==> src/rtl/conv_operand_mem.sv <==
// Operand/result store for the systolic convolution datapath: image A, kernel B, result C,
// host byte port, result write-back and a windowed (A,B) stream sequencer. Option: CONV_PRELOAD_EN.
module conv_operand_mem #(
  parameter int N  = 4,
  parameter int K  = 3,
  parameter int DW = 8,
  parameter int AW = 5,
  parameter int IW = 2
) (
  input  logic          clk,
  input  logic          rst,
  input  logic          wr_en,
  input  logic [AW-1:0] wr_addr,
  input  logic [DW-1:0] wr_data,
  output logic          wr_err,
  input  logic [AW-1:0] rd_addr,
  output logic [DW-1:0] rd_data,
  input  logic          res_en,
  input  logic [IW-1:0] res_row,
  input  logic [IW-1:0] res_col,
  input  logic [DW-1:0] res_data,
  input  logic          start,
  output logic          busy,
  output logic          done,
  output logic          s_valid,
  input  logic          s_ready,
  output logic [DW-1:0] s_a,
  output logic [DW-1:0] s_b,
  output logic          s_first,
  output logic          s_last,
  output logic [IW-1:0] s_row,
  output logic [IW-1:0] s_col
);
  localparam int M     = N - K + 1;
  localparam int NN    = N * N;
  localparam int KK    = K * K;
  localparam int DEPTH = NN + KK + M * M;
  localparam int KW    = (K > 1) ? $clog2(K) : 1;
  localparam logic [AW:0] DEPTH_W = (AW+1)'(DEPTH);
  localparam logic [AW:0] AB_END  = (AW+1)'(NN + KK);
  localparam logic [IW:0] M_W     = (IW+1)'(M);

  generate
    if ((1 << AW) < DEPTH) begin : g_aw_chk
      $error("AW too small for DEPTH");
    end
    if ((1 << IW) < M) begin : g_iw_chk
      $error("IW too small for M");
    end
  endgenerate

`ifdef CONV_PRELOAD_EN
  generate
    if (N != 4 || K != 3) begin : g_preload_chk
      $error("CONV_PRELOAD_EN demo operands need N=4, K=3");
    end
  endgenerate
  localparam int PRE [25] = '{4,6,5,1, 1,2,3,4, 7,8,9,3, 5,7,2,7,
                              2,3,2, 4,6,5, 1,7,1};
  function automatic logic [DW-1:0] init_val(input int k);
    return (k < 25) ? DW'(PRE[k]) : '0;
  endfunction
`else
  function automatic logic [DW-1:0] init_val(input int k);
    return (k < 0) ? '1 : '0;
  endfunction
`endif

  typedef enum logic [1:0] {S_IDLE, S_STREAM, S_DONE} state_t;

  logic [DW-1:0] mem [DEPTH];
  state_t        state;
  logic [IW-1:0] r, c;
  logic [KW-1:0] i, j;
  logic [AW-1:0] a_addr, b_addr, res_addr;
  logic          wr_ok, res_ok, accept;

  // A and B are frozen while the sequencer owns them; C stays writable.
  always_comb begin
    wr_ok  = wr_en && ({1'b0, wr_addr} < DEPTH_W) &&
             !(busy && ({1'b0, wr_addr} < AB_END));
    res_ok = res_en && ({1'b0, res_row} < M_W) && ({1'b0, res_col} < M_W);
    res_addr = AW'(NN + KK + int'(res_row) * M + int'(res_col));
    a_addr   = AW'((int'(r) + int'(i)) * N + int'(c) + int'(j));
    b_addr   = AW'(NN + int'(i) * K + int'(j));
    accept   = s_valid && s_ready;
  end

  assign s_a     = mem[a_addr];
  assign s_b     = mem[b_addr];
  assign s_first = (i == '0) && (j == '0);
  assign s_last  = (i == KW'(K-1)) && (j == KW'(K-1));
  assign s_row   = r;
  assign s_col   = c;

  // Result write-back is applied after the host write so it wins on collision.
  always_ff @(posedge clk or posedge rst) begin
    if (rst) begin
      for (int k = 0; k < DEPTH; k++) mem[k] <= init_val(k);
      rd_data <= '0;
      wr_err  <= 1'b0;
    end else begin
      wr_err <= wr_en && !wr_ok;
      if (wr_ok)  mem[wr_addr]  <= wr_data;
      if (res_ok) mem[res_addr] <= res_data;
      rd_data <= ({1'b0, rd_addr} < DEPTH_W) ? mem[rd_addr] : '0;
    end
  end

  always_ff @(posedge clk or posedge rst) begin
    if (rst) begin
      state   <= S_IDLE;
      s_valid <= 1'b0;
      busy    <= 1'b0;
      done    <= 1'b0;
      r <= '0; c <= '0; i <= '0; j <= '0;
    end else begin
      case (state)
        S_IDLE: begin
          done <= 1'b0;
          if (start) begin
            state   <= S_STREAM;
            s_valid <= 1'b1;
            busy    <= 1'b1;
            r <= '0; c <= '0; i <= '0; j <= '0;
          end
        end
        S_STREAM: begin
          if (accept) begin
            // j is the fastest index, r the slowest
            if (j == KW'(K-1)) begin
              j <= '0;
              if (i == KW'(K-1)) begin
                i <= '0;
                if (c == IW'(M-1)) begin
                  c <= '0;
                  if (r == IW'(M-1)) begin
                    r       <= '0;
                    state   <= S_DONE;
                    s_valid <= 1'b0;
                    done    <= 1'b1;
                  end else begin
                    r <= r + 1'b1;
                  end
                end else begin
                  c <= c + 1'b1;
                end
              end else begin
                i <= i + 1'b1;
              end
            end else begin
              j <= j + 1'b1;
            end
          end
        end
        S_DONE: begin
          state <= S_IDLE;
          done  <= 1'b0;
          busy  <= 1'b0;
        end
        default: begin
          state   <= S_IDLE;
          s_valid <= 1'b0;
          busy    <= 1'b0;
          done    <= 1'b0;
        end
      endcase
    end
  end
endmodule
==> config.mk <==
export PLATFORM = sky130hd
export DESIGN_NAME = conv_operand_mem
export DESIGN_NICKNAME = d
export VERILOG_FILES = /design/src/rtl/conv_operand_mem.sv
export SDC_FILE = /design/constraint.sdc
export NUM_CORES = 1
export LEC_CHECK = 0
export ABC_AREA = 1
export BUFFER_PORTS_ARGS = -buffer_cell sky130_fd_sc_hd__buf_2
export CORE_ASPECT_RATIO = 2
export CORE_UTILIZATION = 30
export CTS_CLUSTER_SIZE = 16
export DETAILED_ROUTE_END_ITERATION = 6
export GPL_ROUTABILITY_DRIVEN = 0
export HOLD_SLACK_MARGIN = 0.15
export PLACE_DENSITY = 0.5
export SLEW_MARGIN = 0
export SYNTH_ARGS = -nofsm -noshare
export SYNTH_HDL_FRONTEND = slang
export SYNTH_SLANG_ARGS = --single-unit
==> constraint.sdc <==
create_clock -name clk -period 7.8 [get_ports clk]
set_input_delay 0.78 -clock clk [delete_from_list [all_inputs] [get_ports clk]]
set_output_delay 0.78 -clock clk [all_outputs]
set_load 0.05 [all_outputs]
Word level (Yosys, flattened, before mapping)
Index checks and enable logic that the tools add are counted.
Widths: inputs -> output; s select.
{"block": "word_totals", "regBits": 254, "latchBits": 0, "ram_bits": 0, "rom_bits": 0, "input_bits": 36, "out_inout_bits": 34, "wordCells": 165, "mem_count": 0}
{"block": "classes", "addsub": 11, "mul": 1, "div_mod_pow": 0, "n_lt_le_gt_ge": 12, "eq_ne": 12, "shifts": 0, "n_mux": 58, "bitwise": 7, "reduce_logical": 25}
{"cell": "$bwmux 232", "count": 2}
{"cell": "$mux 232", "count": 2}
{"cell": "$bmux 8 s5", "count": 3}
{"cell": "$demux 8 s5", "count": 2}
{"cell": "$mux 8", "count": 9}
{"cell": "$mux 2", "count": 21}
{"cell": "$ge 6x6->1 const B", "count": 5}
{"cell": "$not 5->6", "count": 5}
{"cell": "$add 5x2->5", "count": 4}
{"cell": "$pmux 2 s2", "count": 5}
{"cell": "$lt 5x5->1 const B", "count": 3}
{"cell": "$lt 6x1->1 const B", "count": 2}
{"cell": "$mux 1", "count": 12}
{"cell": "$ne 2x2->1 const B", "count": 6}
{"cell": "$reduce_and 6->1", "count": 2}
{"cell": "$logic_and 1x1->1", "count": 11}
{"cell": "$reduce_and 5->1", "count": 2}
{"cell": "$add 2x1->2 const B", "count": 4}
{"cell": "$reduce_and 7->1", "count": 1}
{"cell": "$eq 2x1->1 const B", "count": 3}
{"cell": "$eq 2x2->1 const B", "count": 3}
{"cell": "$logic_not 2->1", "count": 3}
{"cell": "$add 5x3->5 const A", "count": 1}
{"cell": "$add 5x4->5 const A", "count": 1}
{"cell": "other kinds (11)", "count": 14}

Longest topological paths before layout
{"block": "logic_depth", "ltp_word": 9, "depth_mapped": 13, "depth_no_buf": 12}

Worst setup path after synthesis
OpenSTA, ideal clock, no wires.
{"block": "synth_timing", "path_kind": "reg2out", "startpoint": "register c[0] (netlist: s_col[0])", "endpoint": "output s_a[7]", "arrival_time_ns": 2.756, "required_ns": 7.020, "path_slack_ns": 4.264, "stages_incl_launch_ff": 13, "path_buffers": 3, "cell_sequence": "dfrtp_1 -> ha_1 -> inv_1 -> fa_1 -> buf_2 -> buf_2 -> buf_1 -> o211ai_1 -> nand3_1 -> nand3_1 -> nand2_1 -> nand2_1 -> nand2_1"}
{"block": "synth_between", "elab_chain_cells": 6}
{"item": "start, declared", "line_no": "73", "rtl": "logic [IW-1:0] r, c;"}
{"item": "start signal, assigned", "line_no": "146", "rtl": "c <= c + 1'b1;"}
{"item": "$add 5x2->5 (2 in a row)", "line_no": "84", "rtl": "a_addr = AW'((int'(r) + int'(i)) * N + int'(c) + int'(j));"}
{"item": "$not 5->6 (not written as such)", "line_no": "89", "rtl": "assign s_a = mem[a_addr];"}
{"item": "$bmux 8 s5", "line_no": "89"}
{"item": "$mux 8 (not written as such) (2 in a row)", "line_no": "89"}
{"item": "end, declared", "line_no": "27", "rtl": "output logic [DW-1:0] s_a,"}
Every way passes these cells. The select of a mux whose other input is x is not followed.

Final worst setup path
{"block": "layout_timing", "startpoint": "register j[0]", "endpoint": "output s_a[1]"}
{"block": "layout_between", "elab_chain_cells": 5}
{"item": "start, declared", "line_no": "74", "rtl": "logic [KW-1:0] i, j;"}
{"item": "start signal, assigned", "line_no": "152", "rtl": "j <= j + 1'b1;"}
{"item": "$add 5x2->5", "line_no": "84"}
{"item": "$not 5->6 (not written as such)", "line_no": "89"}
{"item": "$bmux 8 s5", "line_no": "89"}
{"item": "$mux 8 (not written as such) (2 in a row)", "line_no": "89"}
Every way passes these cells. The select of a mux whose other input is x is not followed.

==> impl_metrics.tcl <==
set metrics [dict create \
    pre_cts_ws_ps 3171 \
    yosysWarnings 0 \
    antenna_found_initial 2 \
    max_cap_viol_count 0 \
    drtAntennaViolNets 0 \
    io_buffer_count 69 \
    synthAdderAreaFrac 0.01372 \
    final.period_utilization 0.6787 \
    cp_max_fo 30 \
    drv_slew 0 \
    cpLargestDelayFamily "adder cells" \
    cp_num_buf_inv 3 \
    ys_ff_latch 254 \
    wl_um 77570 \
    cts_tree "yes" \
    grt_use_total 0.2554 \
    critPathKind "flop to output pin" \
    dp_hpwl_um 53150 \
    placedCellCount 3340 \
    setup_tns_ps 0 \
    vias 18610 \
    crit_chain "ha_4 > inv_1 > fa_4 > clkinv_1 > a21oi_1 > o21ai_0 > nand3_1 > nand3_1 > nand2_1 > nand2_1 > nand2_1 > buf_2" \
    grt-ovfl-total 0 \
    end_kind "output pin" \
    worst_slack_ps 2507 \
    hold_violations 0 \
    wire_per_inst_um 22.88 \
    design_area_um2 19290 \
    grt_pass1_vias 17820 \
    dieArea_um2 60030 \
    io_pins 70 \
    root_buffer "clkbuf_16" \
    ys_seq_area_frac 0.3591 \
    critPathRequiredTime_ps 7020 \
    whs_ps 314.1 \
    relSlewSlack 0.2348 \
    place_area_um2 18410 \
    synth_area_um2 17700 \
    synth_top_family_by_area "simple AND/OR/NAND/NOR gates" \
    synth_xor_area_frac 0.001414 \
    p_per_area_nw_per_um2 226.3 \
    fin_crit_ps 5293 \
    worst_pin_slew_ps 1144 \
    final_nets 2660 \
    die_y_um 345.5 \
    start_util 0.3042 \
    worstSkewPairLatency_ps 610 \
    drive_gt1_frac 0.07154 \
    slowest_stage "fa_4" \
    worst_setup_path_start_kind "flop" \
    clock_path_buffers 3 \
    crit_top_cell "nand2_1" \
    leakagePower_nw 9.434 \
    core-area_um2 58180 \
    syn_nets 2721 \
    slowest_delay_ps 1050 \
    cts-resized-gates 0 \
    failed_checks "DRC" \
    drt-pass1-iter-count 7 \
    grt_pass1_wl_um 115300 \
    postCtsSetupRepairBufs 0 \
    ctsHoldBuffers 0 \
    clkSlewWorstSetupHoldPaths_ps 70 \
    avgViaCountPerCell 5.487 \
    synth_compound_area_frac 0.2036 \
    drc 16 \
    grt_setup_unrepaired "no" \
    peakVddDrop_uv 157.4 \
    layout_common_cells "851 x nand2_1, 340 x o21ai_0, 264 x inv_1" \
    min_path_type "input pin to asynchronous set/reset pin" \
    grt_max_degree 134 \
    dr.first_iter.drc_count 1761 \
    rows 125 \
    avgSynthCellArea_um2 6.634 \
    die_width_um 173.7 \
    final_common_cell "nand2_1" \
    synthCells 2668 \
    arrival_ps 4510 \
    synth.area.mux_share 0 \
    setup_violations 0 \
    cts_sinks 254 \
    synth_simple_gate_area_share 0.3149 \
    fin_skew_ps 22.12 \
    nFillCells 6428 \
    stdcell_count 3391 \
    synth.distinct_cells 37 \
    cts-htree-levels 1 \
    run_status "finished with violations" \
    cts_buffers 27 \
    area_delta_synth_final_pct 8.986 \
    fmax_mhz 188.9 \
]
area by class of cell:
class,count,area (um^2),share of cell area
antenna,1,2.502,0.0001297
clock buffer,35,755.7,0.03918
clock inverter,15,122.6,0.006357
inverter,277,1050,0.05442
multi-input combinational,1951,9469,0.4909
sequential,254,6356,0.3295
tap,762,953.4,0.04943
timing repair buffer,96,579.3,0.03003
synthesized netlist by cell type:
cell type / instances / area share
a21oi_1: 161 / 0.046
nand3_2: 3 / 0.0017
ha_1: 13 / 0.0092
dfrtp_1: 254 / 0.36
nand2_2: 3 / 0.0011
or2_2: 2 / 0.00071
nand3_1: 255 / 0.072
nand2_1: 851 / 0.18
fa_1: 4 / 0.0045
inv_4: 1 / 0.00035
buf_1: 20 / 0.0042
xnor2_2: 1 / 0.00092
nor3_2: 1 / 0.00057
a211oi_1: 1 / 0.00042
o22ai_1: 1 / 0.00035
inv_2: 4 / 0.00085
o21ai_1: 25 / 0.0071
o211ai_1: 123 / 0.052
inv_1: 267 / 0.057
nor3b_1: 2 / 0.00085
clkbuf_1: 110 / 0.023
xnor2_1: 1 / 0.00049
nor3_1: 2 / 0.00057
nor2_8: 11 / 0.012
buf_2: 35 / 0.0099
nor2_2: 7 / 0.0025
a21oi_2: 2 / 0.00099
a21oi_4: 1 / 0.00092
nor2_1: 64 / 0.014
buf_6: 6 / 0.0038
nand2_4: 3 / 0.0019
buf_4: 14 / 0.0059
o21ai_0: 340 / 0.096
buf_12: 1 / 0.0011
nand4_1: 73 / 0.026
nor2_4: 1 / 0.00064
clkinv_1: 5 / 0.0011
power by group:
part           leakage, nW  internal [mW]  switching (mW)  total (mW)
Combinational         6.01          0.371           0.865        1.24
Clock                0.419          0.720           0.632        1.35
Sequential            3.00           1.56           0.216        1.78
Total                 9.43           2.65            1.71        4.37
metal layers:
layer	share of wire	up-vias	global-route usage
li1	-	8698	-
met1	0.36	8734	0.2848
met2	0.49	918	0.4424
met3	0.063	254	0.02551
met4	0.084	4	0.1992
met5	0.00040	-	0
cells by family after synthesis:
logic type                 Yosys count
AOI/OAI and AO/OA                  654
xor gates and xnor gates             2
adders and majority gates           17
buffers and inverters              463
DFF                                254
and+or+nand+nor                   1278
stage by stage:
step / utilization / power (mW)
final: 0.3315 / 4.365
after CTS: 0.3315 / 4.368
after detailed placement: 0.3164 / 3.003
after global routing: 0.3315 / 4.596
after floorplan: - / 2.577
after global placement: 0.3164 / 2.986
worst paths after layout:
| path | slack [ps] | cells past startpoint | from | end |
|---|---|---|---|---|
| max in group asynchronous | 5950 | 3 | rst | mem[27] |
| min reg2reg | 490 | 2 | mem[57] | mem[57] |
| max | 2510 | 12 | j[0] | s_a[1] |
| max reg2reg | 5010 | 8 | busy | mem[212] |
| min | 310 | 2 | rst | mem[200] |
| min in group clk | 440 | 3 | res_data[4] | mem[164] |
registers in the layout (all words and copies together), names as in the netlist:
register  count
s_row         2
j             2
busy          1
state         2
i             2
s_col         2
mem         232
done          1
rd_data       8
s_valid       1
wr_err        1
Power figures use the tool's default switching activity.
